`src/rtl/stream_rr_arbiter.sv`:
```
// Four-input round-robin packet arbiter. Locks onto one requester for a whole
// packet and forwards its beats through a single-entry output register.
module stream_rr_arbiter #(
  parameter int DATA_WIDTH = 32,
  parameter int TIMEOUT    = 0
) (
  input  logic                    clk,
  input  logic                    rst,
  input  logic                    flush_i,
  input  logic [3:0]              req_valid_i,
  output logic [3:0]              req_ready_o,
  input  logic [4*DATA_WIDTH-1:0] req_data_i,
  input  logic [3:0]              req_last_i,
  output logic                    valid_out,
  input  logic                    ready_out,
  output logic [DATA_WIDTH-1:0]   data_out,
  output logic                    last_out,
  output logic [1:0]              grant_id_out,
  output logic                    busy_o
);

  localparam int CW = (TIMEOUT > 1) ? $clog2(TIMEOUT) : 1;

  typedef enum logic {
    ST_IDLE   = 1'b0,
    ST_LOCKED = 1'b1
  } state_e;

  state_e                state_q, state_d;
  logic [1:0]            ptr_q, ptr_d;
  logic [1:0]            gnt_q, gnt_d;
  logic [CW-1:0]         cnt_q, cnt_d;
  logic                  valid_q, valid_d;
  logic [DATA_WIDTH-1:0] data_q, data_d;
  logic                  last_q, last_d;
  logic [1:0]            id_q, id_d;

  logic [DATA_WIDTH-1:0] req_data_arr [4];
  logic [3:0]            ready_vec;
  logic                  can_load;
  logic                  xfer;
  logic                  timeout_hit;

  // First valid requester at or after the pointer, wrapping modulo 4.
  function automatic logic [1:0] rr_pick(input logic [3:0] v, input logic [1:0] p);
    logic [1:0] idx;
    logic [1:0] sel;
    logic       found;
    sel   = p;
    found = 1'b0;
    for (int i = 0; i < 4; i++) begin
      idx = p + 2'(i);
      if (!found && v[idx]) begin
        sel   = idx;
        found = 1'b1;
      end
    end
    return sel;
  endfunction

  always_comb begin
    for (int k = 0; k < 4; k++) begin
      req_data_arr[k] = req_data_i[k*DATA_WIDTH +: DATA_WIDTH];
    end
  end

  assign timeout_hit = (TIMEOUT != 0) && (cnt_q == CW'(TIMEOUT - 1));

  always_comb begin
    state_d   = state_q;
    ptr_d     = ptr_q;
    gnt_d     = gnt_q;
    cnt_d     = cnt_q;
    valid_d   = valid_q;
    data_d    = data_q;
    last_d    = last_q;
    id_d      = id_q;
    ready_vec = 4'b0000;
    xfer      = 1'b0;
    can_load  = (!valid_q || ready_out) && !flush_i;

    if (valid_q && ready_out) begin
      valid_d = 1'b0;
    end

    case (state_q)
      ST_IDLE: begin
        if ((|req_valid_i) && !flush_i) begin
          gnt_d   = rr_pick(req_valid_i, ptr_q);
          state_d = ST_LOCKED;
          cnt_d   = '0;
        end
      end
      ST_LOCKED: begin
        ready_vec[gnt_q] = can_load;
        xfer             = req_valid_i[gnt_q] && can_load;
        if (xfer) begin
          valid_d = 1'b1;
          data_d  = req_data_arr[gnt_q];
          last_d  = req_last_i[gnt_q];
          id_d    = gnt_q;
          cnt_d   = '0;
          if (req_last_i[gnt_q]) begin
            state_d = ST_IDLE;
            ptr_d   = gnt_q + 2'd1;
          end
        end else if (TIMEOUT != 0) begin
          // Stalled requester: give up the lock but keep any buffered beat.
          if (timeout_hit) begin
            state_d = ST_IDLE;
            ptr_d   = gnt_q + 2'd1;
            cnt_d   = '0;
          end else begin
            cnt_d = cnt_q + 1'b1;
          end
        end
      end
      default: state_d = ST_IDLE;
    endcase

    if (flush_i) begin
      state_d = ST_IDLE;
      valid_d = 1'b0;
      cnt_d   = '0;
      ptr_d   = ptr_q;
      gnt_d   = gnt_q;
    end
  end

  always_ff @(posedge clk) begin
    if (rst) begin
      state_q <= ST_IDLE;
      ptr_q   <= 2'd0;
      gnt_q   <= 2'd0;
      cnt_q   <= '0;
      valid_q <= 1'b0;
      data_q  <= '0;
      last_q  <= 1'b0;
      id_q    <= 2'd0;
    end else begin
      state_q <= state_d;
      ptr_q   <= ptr_d;
      gnt_q   <= gnt_d;
      cnt_q   <= cnt_d;
      valid_q <= valid_d;
      data_q  <= data_d;
      last_q  <= last_d;
      id_q    <= id_d;
    end
  end

  // Nothing is accepted upstream while reset is applied; the beat would be lost.
  assign req_ready_o  = rst ? 4'b0000 : ready_vec;
  assign valid_out    = valid_q;
  assign data_out     = data_q;
  assign last_out     = last_q;
  assign grant_id_out = id_q;
  assign busy_o       = (state_q == ST_LOCKED);

endmodule
```
`config.mk`:
```
export PLATFORM = sky130hd
export DESIGN_NAME = stream_rr_arbiter
export DESIGN_NICKNAME = d
export VERILOG_FILES = /design/src/rtl/stream_rr_arbiter.sv
export SDC_FILE = /design/constraint.sdc
export NUM_CORES = 1
export LEC_CHECK = 0
export ABC_AREA = 1
export CORE_MARGIN = 10
export CORE_UTILIZATION = 32
export DETAILED_ROUTE_END_ITERATION = 8
export PLACE_DENSITY = 0.77
export SKIP_LAST_GASP = 1
export SYNTH_ARGS = -nofsm -noshare
export SYNTH_HDL_FRONTEND = slang
export SYNTH_SLANG_ARGS = --single-unit
```
`constraint.sdc`:
```
create_clock -name clk -period 1.4 [get_ports clk]
set_input_delay 0.14 -clock clk [delete_from_list [all_inputs] [get_ports clk]]
set_output_delay 0.14 -clock clk [all_outputs]
set_load 0.02 [all_outputs]
```
== Word level (Yosys, flattened, before mapping) ==
Cells that the tools add are included.

* Register bits after elaboration: 41
* Word-level logic and storage cells: 79
* Input port bits: 140

* Add/subtract/negate cells: 4
* Bitwise gates (word level): 4
* Reductions and logical operators: 19
* Multiplexer cells: 38
* Order comparisons: 7

{| class="wikitable"
|+ Operators by type and width
! cell !! number
|-
| binary-select mux 32 bit (select 2 bit) || 1
|-
| two-way mux 32 bit || 2
|-
| two-way mux 1 bit || 22
|-
| less-than comparator 2 x 3 -> 1 bit, second input constant || 5
|-
| binary-select mux 1 bit (select 2 bit) || 6
|-
| logical AND 1 bit || 8
|-
| two-way mux 4 bit || 2
|-
| two-way mux 2 bit || 3
|-
| zero test 1 bit || 5
|-
| adder 2 x 1 -> 2 bit, second input constant || 2
|-
| adder 2 bit, second input constant || 2
|-
| AND 4 bit || 1
|-
| AND reduction 4 bit || 1
|-
| OR reduction 4 bit || 1
|-
| greater-or-equal comparator 3 bit, second input constant || 1
|-
| inverter 2 -> 3 bit || 1
|-
| AND reduction 3 bit || 1
|-
| demux 1 bit (select 2 bit) || 1
|-
| greater-or-equal comparator 2 x 1 -> 1 bit, second input constant || 1
|-
| inverter 1 bit || 2
|-
| case mux 1 bit (2 select lines) || 1
|-
| AND reduction 2 bit || 1
|-
| OR reduction 2 bit || 1
|-
| logical OR 1 bit || 1
|}

== Logic depth before layout (Yosys ltp) ==
Gate-level depths: netlist (run 1).

* Word-level depth: 18
* Mapped depth: 13
* Depth with buffers taken out: 13

== Least setup slack after synthesis (run 1) ==
No wires, ideal clock.

* Path type: register to output
* From: register gnt_q[0]
* To: output port req_ready_o[0]
* Stages on the path, launching flop included: 7
* Data required time: 1.260 ns
* Setup slack: -0.082 ns
* Arrival time: 1.342 ns
* Path buffers: 2
* Cell sequence: dfxtp_1 inv_2 buf_2 buf_2 ha_1 nand2_1 nor2_1

* Longest elaborated chain between the ends: 7

{| class="wikitable"
|+ Ends and longest elaborated chain
! what !! line !! text
|-
| start, declared || 31 || <nowiki>logic [1:0] gnt_q, gnt_d;</nowiki>
|-
| start signal, assigned || 143 || <nowiki>gnt_q <= gnt_d;</nowiki>
|-
| less-than comparator 2 x 3 -> 1 bit (implied by the code) or greater-or-equal comparator 2 x 1 -> 1 bit (tied branches) || 95 || <nowiki>ready_vec[gnt_q] = can_load;</nowiki>
|-
| logical AND 1 bit (implied by the code) || 95 ||
|-
| two-way mux 1 bit (implied by the code) || 95 ||
|-
| demux 1 bit (select 2 bit) * || 95 ||
|-
| AND 4 bit (no source line) * || n/a ||
|-
| two-way mux 4 bit * || 86 || <nowiki>case (state_q)</nowiki>
|-
| two-way mux 4 bit * || 153 || <nowiki>assign req_ready_o = rst ? 4'b0000 : ready_vec;</nowiki>
|-
| end, declared || 11 || <nowiki>output logic [3:0] req_ready_o,</nowiki>
|}

Mark *: on every way between the ends. The rest lies on a longest branch, timed or not.

== Worst setup path after layout (run 1) ==
* From: register gnt_q[0]
* To: register ptr_q[1]

* Longest elaborated chain between the ends: 4

{| class="wikitable"
|+ Ends and longest elaborated chain
! what !! line !! text
|-
| binary-select mux 1 bit (select 2 bit) || 96 || <nowiki>xfer = req_valid_i[gnt_q] && can_load;</nowiki>
|-
| two-way mux 1 bit (implied by the code) || 96 ||
|-
| logical AND 1 bit || 96 ||
|-
| AND reduction 4 bit (no source line) || n/a ||
|-
| end signal, assigned || 142 || <nowiki>ptr_q <= ptr_d;</nowiki>
|-
| end, declared || 30 || <nowiki>logic [1:0] ptr_q, ptr_d;</nowiki>
|}

Several ways; a longest one is shown, not always the timed one. The select of a mux whose other input is x is not followed.
A chain may end at the register's enable or synchronous reset.

==> impl_metrics.py, run 1 <==
metrics = {
    "global_route": {
        "first_global_vias": 3875,
        "grt_pass1_wl_mm": 18.8,
        "grt-ovfl-total": 0,
        "grt_max_degree": 61,
        "antenna_found_initial": 0,
        "grt.total_usage_pct": 18.0,
    },
    "logic_synthesis": {
        "synthArstFlopShare_pct": 0,
        "syn-cell-area_mm2": 0.00265,
        "synth-simple-area-share_pct": 29.4,
        "synth_top_family_by_area": "compound AO/OA/AOI/OAI gates",
        "syn_avg_cell_area_um2": 5.98,
        "synth-seq-cells": 41,
        "synth-compound-area-share_pct": 29.8,
        "ys_types": 21,
        "yosys_warnings": 0,
        "synth_edf_count": 0,
        "syn_inst": 444,
        "synth_fp_nets": 588,
        "synthAdderAreaFrac_pct": 1.89,
        "synth_mux_area_share_pct": 0,
        "ys.flop_type": "dfxtp_1",
        "ys_seq_area_share_pct": 30.9,
        "synthXorXnorAreaFrac_pct": 0,
    },
    "detailed_routing": {
        "routed_via_density": 5.08,
        "route.detailed.drc": 0,
        "firstDrtPassIters": 4,
        "wl_mm": 12.1,
        "final_antenna_net_count": 0,
        "vias": 3817,
        "wl_per_cell_um": 16.1,
        "drt_iter0_markers": 189,
    },
    "cts": {
        "clk_latency_ns": 0.29,
        "max-clock-path-buffers": 2,
        "numCtsBuffers": 5,
        "cts_max_level": 2,
        "clk_pin_slew_worst_paths_ns": 0.08,
        "clk_root_buffer_cell": "clkbuf_8",
        "cts_hold_buffers": 0,
        "cts_sinks": 41,
        "tritoncts": "built",
    },
    "final_layout": {
        "utilization_pct": 63.9,
        "syn_to_final_growth_pct": 95.9,
        "final_nets": 790,
        "n_antenna_cell": 0,
        "drive_gt1_share_pct": 13.3,
    },
    "timing": {
        "tightestPinTransition_ns": 0.270,
        "hold_viol": 0,
        "slew_viol_final": 0,
        "min_period_ns": 1.62,
        "fin_crit_sh_pct": 116,
        "finalSetupViolCount": 44,
        "rsz0062_at_grt": "yes",
        "max_freq_mhz": 618,
        "final.setup.tns_ns": -4.68,
        "max_slew_margin_pct": 82.0,
        "setup_ws_ns": -0.219,
        "worst_clock_skew_ns": 0.00459,
    },
    "floorplanning": {
        "coreArea_mm2": 0.00813,
        "initial_core_util_pct": 32.6,
        "dieArea_mm2": 0.0123,
        "die_height_um": 111,
        "num_rows": 33,
        "fp.dieW_um": 111,
        "pin_count": 181,
    },
    "power": {
        "p_total_w": 0.00345,
        "vdd_drop_max_v": 0.000352,
        "cellLeakagePower_nw": 2.50,
        "pwr_density_cell_mw_per_mm2": 664,
    },
    "setup_path": {
        "endpoint_kind": "flop",
        "required_ns": 1.62,
        "path_class": "flop to flop",
        "crit_arrival_ns": 1.83,
        "path_max_fanout": 14,
        "worst_setup_path_start_kind": "flop",
        "worstRegToRegCells": 10,
    },
    "placement": {
        "dp_slack_ns": -0.509,
        "port_buffers": 180,
        "dp_hpwl_mm": 9.28,
        "gp_congestion": 0.873,
    },
    "run_status": {
        "failed_checks": "setup timing",
        "status": "finished with violations",
    },
    "flow_run": {
        "drv_cap": 0,
    },
    "worst_hold_path": {
        "whs_path_depth": 3,
        "hp-class": "input pin to flop",
    },
}
==> Yosys cell counts (all sizes together), types with 2 or more instances <==
cell type | n | share of area (%)
nor2 | 112 | 16
o21ai | 90 | 17
nand2 | 74 | 10
dfxtp | 41 | 31
o22ai | 33 | 7.8
a21oi | 22 | 4.1
clkbuf | 22 | 3.1
inv | 18 | 2.5
nand3 | 13 | 2.6
buf | 10 | 2.4
ha | 4 | 1.9
o211ai | 2 | 0.57
==> per-layer routing <==
layer	wire, um	GRT usage, %
met1	4710	18.1
met2	6140	33.7
met3	1070	7.25
met4	165	4.54
met5	0	0
==> registers in the layout (all words and copies together), names as in the netlist <==
signal        flops
data_out         32
busy_o            1
gnt_q             2
ptr_q             2
valid_out         1
grant_id_out      2
last_out          1
==> placed cells by master, fill, tap and decap left out, drive strengths merged, types with 2 or more instances in the layout <==
master,n
clkdlybuf4s50,139
nor2,112
o21ai,90
nand2,74
buf,49
dfxtp,41
o22ai,33
dlymetal6s2s,22
a21oi,22
inv,18
dlygate4sd2,15
nand3,13
clkbuf,7
ha,4
o211ai,2
bufbuf,2
==> report_power, final <==
| group | switching, W | internal, W |
|---|---|---|
| Clock | 0.000417 | 0.000446 |
| Sequential | 0.0000301 | 0.00121 |
| Combinational | 0.000604 | 0.000743 |
==> what timing repair did <==
action | 4_1_cts | 5_1_grt
pin swaps | 7 | 6
resized for setup | 75 | 42
endpoints found under the setup margin | 60 | 66
endpoints found under the hold margin | 0 | 0
gates cloned | 2 | 0
setup buffers | 7 | 3
==> worst paths after layout <==
| path | from | end | slack (ns) |
|---|---|---|---|
| worst max-delay path | gnt_q[0] | ptr_q[1] | -0.22 |
| worst min-delay path | rst | data_out[26] | 0.44 |
| worst max register to register | gnt_q[0] | ptr_q[1] | -0.22 |
| worst min register to register | data_out[26] | data_out[26] | 0.46 |
==> worst max-delay path, stage by stage (launching register included) <==
cell,delay (ns)
dfxtp_4,0.39
inv_4,0.05
buf_6,0.11
a21oi_2,0.10
o21ai_1,0.08
nand2_1,0.11
nand3_4,0.16
inv_6,0.15
buf_12,0.14
nand3_1,0.07
a21oi_1,0.18
==> area by class of cell <==
cell class              instances  area [um2]
inverters                      18        77.6
well taps                     105         131
clock inverters                 1        5.00
clock buffers                   7        96.3
multi-input cells             353        1720
repair buffers                227        2340
flip-flops and latches         41         830
fillers                       699        2940
==> logic make-up after synthesis <==
| group | Yosys count |
|---|---|
| adders and majority gates | 4 |
| AOI/OAI and AO/OA | 148 |
| buffers and inverters | 50 |
| DFF | 41 |
| and+or+nand+nor | 201 |
==> stage by stage <==
stage | instances | cell area [um2] | hold slack (ns)
2_1_floorplan | 444 | 2660 | 0.320
3_3_place_gp | 732 | 4750 | 0.451
3_5_place_dp | 732 | 4750 | 0.457
4_1_cts | 749 | 5080 | 0.464
5_1_grt | 752 | 5200 | 0.458
6_report | 752 | 5200 | 0.441
No activity file was read; power rests on OpenSTA's default activity.
==> run 2, diff against run 1 <==
--- a/config.mk
+++ b/config.mk
@@ -7,9 +7,9 @@
 export LEC_CHECK = 0
 export ABC_AREA = 1
 export CORE_MARGIN = 10
-export CORE_UTILIZATION = 32
+export CORE_UTILIZATION = 45
 export DETAILED_ROUTE_END_ITERATION = 8
-export PLACE_DENSITY = 0.77
+export DONT_BUFFER_PORTS = 1
 export SKIP_LAST_GASP = 1
 export SYNTH_ARGS = -nofsm -noshare
 export SYNTH_HDL_FRONTEND = slang
==> constraint.sdc (replaced) <==
create_clock -name clk -period 1.5 [get_ports clk]
set_input_delay 0.15 -clock clk [delete_from_list [all_inputs] [get_ports clk]]
set_output_delay 0.15 -clock clk [all_outputs]
set_load 0.02 [all_outputs]
==> run 2 against run 1 <==
  * The flow finishes with violations (hold timing)
  * Via count down 20%
  * Non-clock buffer count is 188 lower
  * Die area fell by 24%
  * Critical endpoint is now req_ready_o[0]
  * Sequential cell count unchanged
  * Sequential power about the same
  * Largest cell class is now multi-input gates
==> impl_metrics.py, run 2 (synthesized netlist as in run 1, its figures left out) <==
metrics = {
    "run_status": {
        "status": "finished with violations",
        "failed_checks": "hold timing",
    },
    "setup_path": {
        "worst-path-buf-inv": 3,
        "endpoint_kind": "primary output",
        "worst_setup_path_start_kind": "flop",
        "crit_arrival_ns": 1.30,
        "path_class": "flop to primary output",
        "cp_top_family": "flip-flops",
        "critical_path.slowest_cell": "dfxtp_4",
        "ff2ff_setup_slack_ns": 0.06,
        "required_ns": 1.35,
        "crit_chain": "clkinv_4 -> buf_8 -> ha_2 -> nand2_1 -> nor2_1 -> buf_4",
        "slowest_delay_ns": 0.40,
        "path_max_fanout": 4,
    },
    "placement": {
        "gp_congestion": 0.792,
        "dp_cells": 511,
        "port_buffers": 0,
        "dp_hpwl_mm": 7.56,
    },
    "power": {
        "cellLeakagePower_nw": 1.27,
        "pwr_density_cell_mw_per_mm2": 891,
        "vdd_drop_max_v": 0.000590,
    },
    "timing": {
        "hold_viol": 1,
        "finalSetupViolCount": 0,
        "fin_crit_sh_pct": 97.0,
        "max_freq_mhz": 687,
        "fin_hold_ws_ns": -0.00908,
        "slew_viol_final": 0,
        "rsz0062_at_grt": "yes",
        "tightestPinTransition_ns": 0.763,
        "max_slew_margin_pct": 49.0,
        "worst_clock_skew_ns": 0.00384,
        "min_period_ns": 1.45,
    },
    "final_layout": {
        "n_antenna_cell": 0,
        "largest_reg_flops": 32,
        "final-instance-count-excl-fill": 531,
        "layout_common_cells": "nor2_1 (111), o21ai_0 (78), nand2_1 (66), dfxtp_1 (37), o22ai_1 (32)",
        "final_nets": 602,
        "syn_to_final_growth_pct": 20.2,
        "final-seq-area_um2": 833,
        "multi_input_area_mm2": 0.00167,
        "fillers": 578,
        "drive_gt1_share_pct": 15.0,
        "mostFrequentLayoutCell": "nor2_1",
    },
    "flow_run": {
        "drv_cap": 0,
    },
    "global_route": {
        "grt-ovfl-total": 0,
        "grt_pass1_wl_mm": 15.5,
        "antenna_found_initial": 0,
        "grt_max_degree": 33,
        "first_global_vias": 3007,
        "grt.total_usage_pct": 19.4,
    },
    "detailed_routing": {
        "firstDrtPassIters": 4,
        "vias": 3064,
        "wl_per_cell_um": 19.0,
        "final_antenna_net_count": 0,
        "route.detailed.drc": 0,
        "drt_iter0_markers": 104,
        "routed_via_density": 5.77,
        "wl_mm": 10.1,
    },
    "cts": {
        "clk_root_buffer_cell": "clkbuf_8",
        "tritoncts": "built",
        "numCtsBuffers": 5,
        "cts_sinks": 41,
        "clk_latency_ns": 0.29,
        "clk_pin_slew_worst_paths_ns": 0.07,
        "cts_max_level": 2,
        "max-clock-path-buffers": 2,
    },
    "floorplanning": {
        "pin_count": 181,
        "dieArea_mm2": 0.00937,
        "coreArea_mm2": 0.00561,
        "die_height_um": 96.8,
        "fp.dieW_um": 96.8,
        "initial_core_util_pct": 47.3,
        "num_rows": 27,
    },
    "worst_hold_path": {
        "hp-class": "input pin to flop",
    },
}
[run 2: cell count changes in the layout (fill, tap and decap cells not counted), moves of 4 or more]
cell	change
clkdlybuf4s50_1	-139
dlymetal6s2s_1	-22
dlygate4sd2_1	-15
buf_4	-10
nand2_2	+6
nand2_1	-5
o21ai_0	+5
nor2_1	+4
[run 2: timing repair]
item                                   CTS  global route
cloned                                   0             3
endpoints found under the hold margin   17            16
resized for setup                        9            39
pin swaps                                0             9
buffers inserted                         2             6
setup endpoints to repair                4            22
[run 2: worst paths after layout]
check	startpoint	to	cells after the start
setup / recovery	gnt_q[1]	req_ready_o[0]	6
hold / removal	rst	gnt_q[1]	3
setup reg to reg	ptr_q[0]	gnt_q[1]	13
hold reg to reg	ptr_q[0]	ptr_q[0]	2
[run 2: final cells by class]
type	instances	area share, %
clock buffer	7	2.71
clock inverter	1	0.941
inverter	18	2.67
multi-input combinational	353	52.2
sequential	41	26.1
tap	72	2.82
timing repair buffer	39	12.5
[run 2: layer usage]
| metal | global-route usage (%) | wire (um) | up-vias |
|---|---|---|---|
| li1 | - | - | 1519 |
| met1 | 21.6 | 3950 | 1389 |
| met2 | 33.5 | 5040 | 147 |
| met3 | 8.02 | 1020 | 9 |
| met4 | 4.06 | 102 | 0 |
| met5 | 0 | 0 | - |
[run 2: tightest hold or removal path, stage by stage]
cell	delay, ns
a21oi_1	0.02
nand2_1	0.05
inv_1	0.03
[run 2: report_power, final]
part / total (W) / leakage (nW) / switching, W / internal, W
sequential: 0.00123 / 0.335 / 0.0000933 / 0.00113
combinational: 0.000697 / 0.877 / 0.000400 / 0.000297
clock: 0.000922 / 0.0585 / 0.000379 / 0.000543
[run 2: through the flow]
step / TNS (ns) / utilization [%] / setup slack (ns) / instance area (um2) / power, W
6_report: 0 / 56.9 / 0.0451 / 3190 / 0.00284
5_1_grt: -0.193 / 56.9 / -0.0556 / 3190 / 0.00301
2_1_floorplan: 0 / - / 0.00827 / 2650 / 0.00169
4_1_cts: -0.00632 / 53.3 / -0.00632 / 2990 / 0.00278
3_3_place_gp: 0 / 50.4 / 0.0474 / 2830 / 0.00184
3_5_place_dp: 0 / 50.4 / 0.0369 / 2830 / 0.00184
